$ cat src/rtl/ps2_keycode_if.sv
// Keycode bus from the PS/2 receiver to its consumers.
// The receiver drives it through master; readers use slave.
interface ps2_keycode_if;
  logic [15:0] keycode;
  logic        key_valid;
  logic        key_release;
  logic        frame_err;

  modport master (
    output keycode,
    output key_valid,
    output key_release,
    output frame_err
  );

  modport slave (
    input keycode,
    input key_valid,
    input key_release,
    input frame_err
  );
endinterface

$ cat src/rtl/ps2_keycode_rx.sv
// PS/2 device-to-host frame receiver producing {prev, last} keycode.
// Oversamples raw pins on clk; never drives the PS/2 lines.
module ps2_keycode_rx #(
  parameter int FILTER_LEN     = 8,
  parameter int TIMEOUT_CYCLES = 50000
) (
  input  logic          clk,
  input  logic          rst_n,
  input  logic          ps2_clk,
  input  logic          ps2_data,
  ps2_keycode_if.master kif
);

  localparam int FW = $clog2(FILTER_LEN + 1);
  localparam int TW = $clog2(TIMEOUT_CYCLES + 1);

  typedef enum logic [1:0] {
    IDLE,
    DATA,
    PARITY,
    STOP
  } state_t;

  logic          clk_s1, clk_s2;
  logic          dat_s1, dat_s2;
  logic [FW-1:0] flt_cnt;
  logic          filt_clk;
  logic          flip;
  logic          fall;

  state_t        state_q, state_d;
  logic [2:0]    bit_cnt, bit_cnt_d;
  logic [7:0]    sr, sr_d;
  logic          par, par_d;
  logic [TW-1:0] to_cnt, to_d;
  logic [15:0]   kc_q, kc_d;
  logic          kv_q, kv_d;
  logic          kr_q, kr_d;
  logic          fe_q, fe_d;
  logic          to_hit;

  always_ff @(posedge clk) begin
    if (!rst_n) begin
      clk_s1 <= 1'b1;
      clk_s2 <= 1'b1;
      dat_s1 <= 1'b1;
      dat_s2 <= 1'b1;
    end else begin
      clk_s1 <= ps2_clk;
      clk_s2 <= clk_s1;
      dat_s1 <= ps2_data;
      dat_s2 <= dat_s1;
    end
  end

  // filt_clk flips on the FILTER_LEN-th consecutive differing sample
  assign flip = (clk_s2 != filt_clk) &&
                (flt_cnt == FW'(FILTER_LEN - 1));
  assign fall = flip && filt_clk;

  always_ff @(posedge clk) begin
    if (!rst_n) begin
      flt_cnt  <= '0;
      filt_clk <= 1'b1;
    end else if (clk_s2 == filt_clk) begin
      flt_cnt  <= '0;
    end else if (flip) begin
      flt_cnt  <= '0;
      filt_clk <= clk_s2;
    end else begin
      flt_cnt  <= flt_cnt + FW'(1);
    end
  end

  assign to_hit = (state_q != IDLE) &&
                  (to_cnt == TW'(TIMEOUT_CYCLES - 1));

  always_comb begin
    state_d   = state_q;
    bit_cnt_d = bit_cnt;
    sr_d      = sr;
    par_d     = par;
    to_d      = to_cnt;
    kc_d      = kc_q;
    kv_d      = 1'b0;
    kr_d      = 1'b0;
    fe_d      = 1'b0;
    if (state_q != IDLE) begin
      to_d = fall ? '0 : to_cnt + TW'(1);
    end
    // timeout beats a fall arriving in the same cycle
    if (to_hit) begin
      state_d = IDLE;
      fe_d    = 1'b1;
      to_d    = '0;
    end else if (fall) begin
      unique case (state_q)
        IDLE: begin
          if (dat_s2) begin
            fe_d = 1'b1;
          end else begin
            state_d   = DATA;
            bit_cnt_d = '0;
            to_d      = '0;
          end
        end
        DATA: begin
          sr_d      = {dat_s2, sr[7:1]};
          bit_cnt_d = bit_cnt + 3'd1;
          if (bit_cnt == 3'd7) state_d = PARITY;
        end
        PARITY: begin
          par_d   = dat_s2;
          state_d = STOP;
        end
        STOP: begin
          if (dat_s2 && (^{sr, par})) begin
            kc_d = {kc_q[7:0], sr};
            kv_d = 1'b1;
            kr_d = (kc_q[7:0] == 8'hF0);
          end else begin
            fe_d = 1'b1;
          end
          state_d = IDLE;
          to_d    = '0;
        end
        default: state_d = IDLE;
      endcase
    end
  end

  always_ff @(posedge clk) begin
    if (!rst_n) begin
      state_q <= IDLE;
      bit_cnt <= '0;
      sr      <= '0;
      par     <= 1'b0;
      to_cnt  <= '0;
      kc_q    <= '0;
      kv_q    <= 1'b0;
      kr_q    <= 1'b0;
      fe_q    <= 1'b0;
    end else begin
      state_q <= state_d;
      bit_cnt <= bit_cnt_d;
      sr      <= sr_d;
      par     <= par_d;
      to_cnt  <= to_d;
      kc_q    <= kc_d;
      kv_q    <= kv_d;
      kr_q    <= kr_d;
      fe_q    <= fe_d;
    end
  end

  assign kif.keycode     = kc_q;
  assign kif.key_valid   = kv_q;
  assign kif.key_release = kr_q;
  assign kif.frame_err   = fe_q;

endmodule
$ cat src/flat_wrapper.sv
// flat-port wrapper written by rule: the top's interface ports become plain ports
module ps2_keycode_rx_flat 
#(
  parameter int FILTER_LEN     = 8,
  parameter int TIMEOUT_CYCLES = 50000
)
  (clk, rst_n, ps2_clk, ps2_data, kif_keycode, kif_key_valid, kif_key_release, kif_frame_err);
  ps2_keycode_if kif_i ();
  input  logic clk;
  input  logic rst_n;
  input  logic ps2_clk;
  input  logic ps2_data;
  output wire logic [$bits(kif_i.keycode)-1:0] kif_keycode;
  output wire logic [$bits(kif_i.key_valid)-1:0] kif_key_valid;
  output wire logic [$bits(kif_i.key_release)-1:0] kif_key_release;
  output wire logic [$bits(kif_i.frame_err)-1:0] kif_frame_err;
  assign kif_keycode = kif_i.keycode;
  assign kif_key_valid = kif_i.key_valid;
  assign kif_key_release = kif_i.key_release;
  assign kif_frame_err = kif_i.frame_err;
  ps2_keycode_rx #(.FILTER_LEN(FILTER_LEN), .TIMEOUT_CYCLES(TIMEOUT_CYCLES)) u_core (.clk(clk), .rst_n(rst_n), .ps2_clk(ps2_clk), .ps2_data(ps2_data), .kif(kif_i));
endmodule
$ cat config.mk
export PLATFORM = sky130hd
export DESIGN_NAME = ps2_keycode_rx_flat
export DESIGN_NICKNAME = d
export VERILOG_FILES = /design/src/rtl/ps2_keycode_if.sv /design/src/rtl/ps2_keycode_rx.sv /design/src/flat_wrapper.sv
export SDC_FILE = /design/constraint.sdc
export NUM_CORES = 1
export LEC_CHECK = 0
export ABC_AREA = 1
export CORE_AREA = 2 2 83 85
export DETAILED_ROUTE_END_ITERATION = 8
export DIE_AREA = 0 0 85 87
export PLACE_DENSITY = 0.66
export SKIP_LAST_GASP = 1
export SLEW_MARGIN = 20
export SYNTH_ARGS = -nofsm -noshare
export SYNTH_HDL_FRONTEND = slang
export SYNTH_SLANG_ARGS = --single-unit
$ cat constraint.sdc
create_clock -name clk -period 1.8 [get_ports clk]
set_clock_uncertainty 0.2 [all_clocks]
set_input_delay 0.36 -clock clk [delete_from_list [all_inputs] [get_ports clk]]
set_output_delay 0.36 -clock clk [all_outputs]
set_load 0.005 [all_outputs]
==> impl_results.md, run 1 <==
* Status: finished, final reports clean
* Slowest cell delay on critical path at 0.35 ns
* Register area share after synthesis at 0.404
* Count of distinct cell types in the synthesized netlist at 40
* CTS clk-pin slew, worst paths at around 0.07 ns
* Final Power at about 2.5 mW
* Maxcap violations at 0
* Tightest Pin Transition at about 0.33 ns
* CTS Buf Count at 9
* Synth area leader: dfxtp_1
* # fillers at between 600 and 700
* Mapped Area at 2880 um2
* Clk sink count at 58
* WP buf/inv at 1
* Core area at approximately 6600 um2
* DIE HEIGHT at 87 um
* RePlAce Congestion at 0.853
* Clock Tree Root: clkbuf_8
* Adder-cell share of the synthesized area at 0.0348
* EDFF count, synth at 0
* Drt first pass iters at 5
* Simple-gate share of the synthesized area at 0.356
* First-pass GRT wire length at between 10000 and 15000 um
* Synth Register Bits at between 50 and 60
* Largest net degree at the start of global routing at 18
* Setup crit end kind: flop
* Leakage at around 1.5 nW
* Synth Area in Compound Gates at 0.0879
* R2R setup slack at a little under 0.01 ns
* Period minus WS final at ~1.8 ns
* Clock buffer depth at 2
* Relative slew slack at 0.777
* Worst r2r dst: u_core.kif.keycode[6]
* Crit-path max FO at 8
* DRC marker count from the first detailed-route iteration at 180
* Post-DR wirelength/cell at approximately 12 um
* Final Hold Viols at 0
* Syn Area/Cell at 7.39 um2
* Antenna cell count at 0
* Reg-to-Reg Start: u_core.flt_cnt[1]
* Dpl hpwl at approximately 4600 um
* Synth area leaders: dfxtp_1 (40%), nor2_1 (8.9%), nand2_1 (8.2%), inv_1 (5.0%), nand4_1 (4.8%)
* Pwr dens at 666 nW/um2
* Htree depth at 3
* R2r worst-path depth at 9
* Top Ports at 23
* XOR/XNOR share of the synthesized area at 0.0244
* Min-Delay Path Depth at 1
* Antenna violations before repair at 0
* Final setup viols at 0
* Critical Path Stages at 9
* CTS tree: built
* Placement Rows at 30
* DRC at 0
* Cell family with most CP delay: simple AND/OR/NAND/NOR gates
* Met3 wire length at approximately 330 um
* Worst Path Required at 1.88 ns
* Syn_nets at around 400
* Worst Path Arrival at 1.87 ns
* Post-Syn Instances at 389
* Worst path slowest cell: dfxtp_2
* Vias at approximately 2700
* Largest family of logic cells by synthesized area: simple AND/OR/NAND/NOR gates
* RSZ-0062 raised after global routing: yes
* Final Max Slew Viols at 0
* Period Utilization, post-route at 0.995
* Nets@finish at 461
* Detailed Route WL at between 6000 and 7000 um
* Via density at 5.07
* YS warnings at 0
* Setup TNS at 0 ns
* Post-synth ARST share at 0
* HP Class: flop to flop
* ANT nets after route at 0
* Area grow syn2layout at 31.9%
* Synth Flop Type: dfxtp_1
* Top Layer Used: met4
* Post-synthesis mux area share at 0
* Clk Latency, worst-skew pair at 0.35 ns
* Max Fclk at between 0.5 and 0.6 GHz
* Vias in the first global route at ~2500
* PortBufs at 22
* Die X at 85 um
* M1 WL at roughly 3000 um
* Worst Min Path Start: u_core.dat_s1
* Grt ovf at 0
* Hold EP: u_core.dat_s2
* Initial Util at 0.438
* Worst Setup Path Type: flop to flop
* Proportion of layout cells with a drive suffix above 1 at 0.295
* GRT Overall Usage at 0.185
* Startpoint types: flop
* Maximum vdd drop at 0.000347 V
* Hold buffers post-CTS at 0
* Critical path, cell by cell: ha_4, nand3_4, nor2_4, nand2_2, clkinv_4, nand3_4, nor2_4, nor2_1, nor2_1
* Total die area at around 7400 um2
* Metal2 WL at ~3100 um
* Top-area cell type share of the netlist area at 0.404
-- cells by family after synthesis --
group	after synthesis
xor+xnor	8
buf+inv	60
compound gates	46
fa+ha+maj	8
flops	58
simple gates	209
-- area by class of cell --
type | instances | area, um2 | area share
timing repair buffer | 58 | 518 | 0.137
sequential | 58 | 1190 | 0.313
clock inverter | 5 | 55.1 | 0.0145
clock buffer | 11 | 131 | 0.0346
multi-input combinational | 273 | 1590 | 0.420
inverter | 48 | 198 | 0.0521
tap | 80 | 100 | 0.0264
timing repair inverter | 1 | 8.76 | 0.00231
-- metal layers --
layer  track usage  vias up
met3        0.0360       11
met2         0.299       57
met1         0.232     1253
met4         0.102        0
met5             0        -
li1              -     1389
-- worst max path at each step --
| stage | startpoint | slack [ns] | to |
|---|---|---|---|
| final | u_core.flt_cnt[1] | 0.01 | u_core.kif.keycode[6] |
| after detailed placement | u_core.state_q[0] | -0.06 | u_core.bit_cnt[1] |
| after CTS | u_core.kif.keycode[7] | 0.001 | kif_keycode[7] |
| after global placement | rst_n | -0.005 | u_core.kif.key_release |
| after floorplan | u_core.flt_cnt[0] | 0.03 | u_core.kif.keycode[2] |
| after global routing | u_core.flt_cnt[1] | -0.09 | u_core.kif.keycode[11] |
-- synthesized netlist by cell type, types with 2 or more instances --
cell	count
nor2_1	68
ha_1	8
buf_2	6
o21a_1	2
nor2_2	4
nand4_1	22
o21ai_0	16
o211ai_1	2
xor2_1	5
nand2_1	63
nor3b_1	3
xnor2_1	3
buf_6	2
nand3_4	3
nand3_1	17
or2_2	4
nor3_1	8
clkbuf_1	2
inv_1	38
dfxtp_1	58
a21oi_1	21
inv_2	8
nand2_2	9
-- placed cells by master, fill, tap and decap left out, types with 8 or more instances in the layout --
cell type	n
nor2_2	11
nor3_1	8
buf_4	34
a21oi_1	20
nand2_1	62
nor2_1	58
clkbuf_8	9
nand4_1	22
nand3_1	14
dfxtp_1	36
dfxtp_2	22
clkdlybuf4s50_1	21
nand2_2	10
inv_2	11
o21ai_0	12
inv_1	35
-- worst register-to-register path, stage by stage (launching register included) --
cell      delay (ns)
dfxtp_2         0.35
ha_4            0.15
nand3_4         0.09
nor2_4          0.13
nand2_2         0.08
clkinv_4        0.08
nand3_4         0.19
nor2_4          0.29
nor2_1          0.07
nor2_1          0.09
-- power breakdown --
group	switching (mW)	total, mW	leakage, nW	internal, mW
clock	0.532	1.17	0.0893	0.634
sequential	0.00409	1.29	0.479	1.29
combinational	0.0390	0.0675	0.975	0.0285
-- sequential cells by signal, summed over array words and instances, names as in the netlist --
name                    flops
u_core.kif.key_valid        1
u_core.kif.key_release      1
u_core.clk_s1               1
u_core.dat_s2               1
u_core.kif.frame_err        1
u_core.flt_cnt              4
u_core.state_q              2
u_core.par                  1
u_core.dat_s1               1
u_core.bit_cnt              3
u_core.to_cnt              16
u_core.clk_s2               1
u_core.filt_clk             1
u_core.sr                   8
u_core.kif.keycode         16
-- through the flow --
step	instance area [um2]	hold slack, ns	cells	utilization	worst slack [ns]
floorplan	2880	0.193	389	-	0.0330
global placement	3350	0.195	509	0.511	-0.00464
detailed placement	3350	0.198	509	0.511	-0.0554
CTS	3580	0.212	528	0.546	0.00136
global route	3790	0.232	534	0.578	-0.0918
finish	3790	0.207	534	0.578	0.00964
-- what timing repair did --
item | 4_1_cts | 5_1_grt
pin swaps | 1 | 29
cloned | 0 | 3
buffers inserted | 3 | 3
gates resized for setup | 6 | 56
endpoints found under the setup margin | 28 | 49
Power figures use the tool's default switching activity.
==> inputs of run 2 (changes only) <==
--- a/config.mk
+++ b/config.mk
@@ -5,10 +5,9 @@
 export SDC_FILE = /design/constraint.sdc
 export NUM_CORES = 1
 export LEC_CHECK = 0
-export ABC_AREA = 1
-export CORE_AREA = 2 2 83 85
+export CORE_AREA = 2 2 79 81
 export DETAILED_ROUTE_END_ITERATION = 8
-export DIE_AREA = 0 0 85 87
+export DIE_AREA = 0 0 81 83
 export PLACE_DENSITY = 0.66
 export SKIP_LAST_GASP = 1
 export SLEW_MARGIN = 20
==> impl_results.md, run 2 <==
* Via density at 4.97 (-2.0%)
* Reg-to-Reg Start: u_core.to_cnt[8]
* CTS tree: built
* DRC at 0 (unchanged)
* Hold buffers post-CTS at 0 (unchanged)
* CTS clk-pin slew, worst paths at 0.07 ns (about the same)
* Antenna violations before repair at 0 (unchanged)
* YS warnings at 0 (unchanged)
* Core area at 5820 um2 (-11%)
* Worst Path Arrival at 2.28 ns (+0.41 ns)
* Sw power at 542 uW (-5.6%)
* Relative slew slack at 0.769 (-0.00736)
* Clock Tree Root: clkbuf_8
* ANT nets after route at 0 (unchanged)
* Metal2 WL at 2400 um (-23%)
* Syn_nets at 289 (-28%)
* Count of distinct cell types in the synthesized netlist at 40 (unchanged)
* Top cells by instance count after synthesis: dfxtp_1 (58), nor2_1 (36), a21oi_1 (19)
* Dpl hpwl at 3690 um (-19%)
* First-pass GRT wire length at 9030 um (-17%)
* Sequential share of power at 0.523 (+0.011)
* Post-Syn Instances at 277 (-29%)
* Met3 wire length at 192 um (-42%)
* Proportion of layout cells with a drive suffix above 1 at 0.283 (-0.0122)
* PortBufs at 22 (unchanged)
* Leakage at 1.37 nW (-11%)
* Worst Min Path Start: u_core.clk_s1
* Post-Layout Cell Count at 432 (-19%)
* RePlAce Congestion at 0.746 (-13%)
* Final worst slack at -0.447 ns (-0.456 ns)
* Drt first pass iters at 4 (-1)
* Antenna cell count at 0 (unchanged)
* Synth Register Bits at 58 (unchanged)
* Startpoint types: flop
* Most frequent cells in the layout: buf_4 (51), dfxtp_1 (46), nor2_1 (36)
* Clock buffer depth at 2 (unchanged)
* Mapped Area at 2590 um2 (-10%)
* Register area share after synthesis at 0.449 (+0.0449)
* M1 WL at 2550 um (-17%)
* Total die area at 6720 um2 (-9.1%)
* Final Power at 2.46 mW (-2.6%)
* Vias in the first global route at 2005 (-19%)
* Top Layer Used: met4
* Largest net degree at the start of global routing at 30 (+12)
* Die X at 81 um (-4.7%)
* Top-area cell type share of the netlist area at 0.449 (+0.0449)
* Logic pwr share at 0.023 (-0.004)
* Detailed Route WL at 5240 um (-21%)
* Maximum vdd drop at 0.000517 V (+49%)
* Top Ports at 23 (unchanged)
* Utilization after layout at 0.603 (+0.0257)
* RSZ-0062 raised after global routing: yes
* HP Class: flop to flop
* Int Power at 1.92 mW (-1.7%)
* Maxcap violations at 0 (unchanged)
* Status: finished, violations left
* Worst Setup Path Type: flop to flop
* Final setup viols at 49 (+49)
* Most common cell in the netlist: dfxtp_1
* Post-synth ARST share at 0 (unchanged)
* Grt ovf at 0 (unchanged)
* CTS Buf Count at 9 (unchanged)
* Clk sink count at 58 (unchanged)
* GRT Overall Usage at 0.170 (-0.0149)
* Final Max Slew Viols at 0 (unchanged)
* Switch share at 0.221 (-0.00714)
* Synth area leader: dfxtp_1
* Pwr dens at 701 nW/um2 (+5.3%)
* Area grow syn2layout at 35.6%
* Post-DR wirelength/cell at 12.1 um (-2.9%)
* Clock Power Share at 0.453 (-0.009)
* Synth area leaders: dfxtp_1 (45%), nor2_1 (5.2%), xor2_1 (4.4%), mux2i_1 (4.3%), ha_1 (3.9%)
* Clk Latency, worst-skew pair at 0.34 ns (about the same)
* Placement Rows at 28 (-6.7%)
* Nets@finish at 364 (-21%)
* DIE HEIGHT at 83 um (-4.6%)
* Worst Path Required at 1.83 ns (-0.05 ns)
* Failing checks: negative setup slack
* Period minus WS final at 2.25 ns (+0.456 ns)
* Syn Area/Cell at 9.34 um2 (+26%)
* Most common cell after layout, fill and taps aside: buf_4
* Period Utilization, post-route at 1.25 (+0.253)
* Initial Util at 0.445 (+0.00721)
* Vias at 2149 (-21%)
* Max Fclk at 0.445 GHz (-20%)
* EDFF count, synth at 0 (unchanged)
* DRC marker count from the first detailed-route iteration at 83 (-54%)
* Crit-path max FO at 7 (-1)
* CP Launch Point: u_core.to_cnt[8]
* Synth Flop Type: dfxtp_1
* Placed Instances at 410 (-19%)
* Htree depth at 3 (unchanged)
* Final Hold Viols at 0 (unchanged)
* Setup crit end kind: flop
* Tightest Pin Transition at 0.344 ns (+0.0100 ns)
## run 2: cell types whose count changed in the layout (fill, tap and decap cells not counted), sizes merged, moves of 11 or more
cell / change
nand2: -58
inv: -40
nor2: -39
buf: +18
nand4: -17
mux2i: +11
## run 2: layout make-up
type	count	area [um2]
inverters	7	26.3
flip-flops and latches	58	1180
repair buffers	77	691
multi-input cells	199	1320
clock buffers	12	165
clock inverters	4	25.0
fillers	527	2310
well taps	75	93.8
## run 2: layer usage
layer | global-route usage | vias to the layer above
li1 | - | 1109
met1 | 0.231 | 994
met2 | 0.249 | 36
met3 | 0.0457 | 10
met4 | 0.0786 | 0
met5 | 0 | -
## run 2: kinds of logic after synthesis
group                    after synthesis  synth area share
multiplexers                          11            0.0426
AO/OA/AOI/OAI                         43            0.0895
XOR/XNOR                              25            0.0899
buffers and inverters                 20            0.0488
adder cells (fa/ha/maj)                8            0.0387
AND/OR/NAND/NOR                      112             0.242
flip-flops                            58             0.449
## run 2: worst max-delay path: stages (launching register included)
cell and delay (ns):
dfxtp_1 0.33, or4bb_1 0.50, or4_4 0.57, buf_4 0.17
nand2_2 0.07, a21o_4 0.12, clkbuf_16 0.14, nor2_1 0.04
## run 2: what timing repair did
| item | in CTS | in global routing |
|---|---|---|
| setup endpoints to repair | 57 | 55 |
| setup buffers | 1 | 4 |
| pin swaps | 1 | 0 |
| resized for setup | 8 | 7 |
| gates cloned | 0 | 1 |
## run 2: power by group through the flow
stage / Sequential [mW] / Clock (mW) / Combinational (mW)
5_1_grt: 1.29 / 1.21 / 0.0629
3_5_place_dp: 1.32 / 0 / 0.0502
2_1_floorplan: 1.32 / 0 / 0.0269
6_report: 1.29 / 1.12 / 0.0577
4_1_cts: 1.29 / 1.15 / 0.0502
3_3_place_gp: 1.32 / 0 / 0.0501
## run 2: final timing paths
kind	endpoint	slack, ns	cells after the start
worst min-delay path	u_core.clk_s2	0.21	1
worst max register to register	u_core.to_cnt[2]	-0.45	7
worst min register to register	u_core.clk_s2	0.21	1
worst max-delay path	u_core.to_cnt[2]	-0.45	7
## run 2: metrics by stage
stage	hold slack, ns	instance area (um2)	setup WS (ns)	TNS [ns]
after global placement	0.190	3220	-0.420	-16.92
final	0.208	3510	-0.447	-19.50
after global routing	0.223	3510	-0.552	-23.59
after CTS	0.209	3430	-0.444	-17.58
after floorplan	0.186	2610	-0.523	-19.74
after detailed placement	0.199	3220	-0.450	-17.86
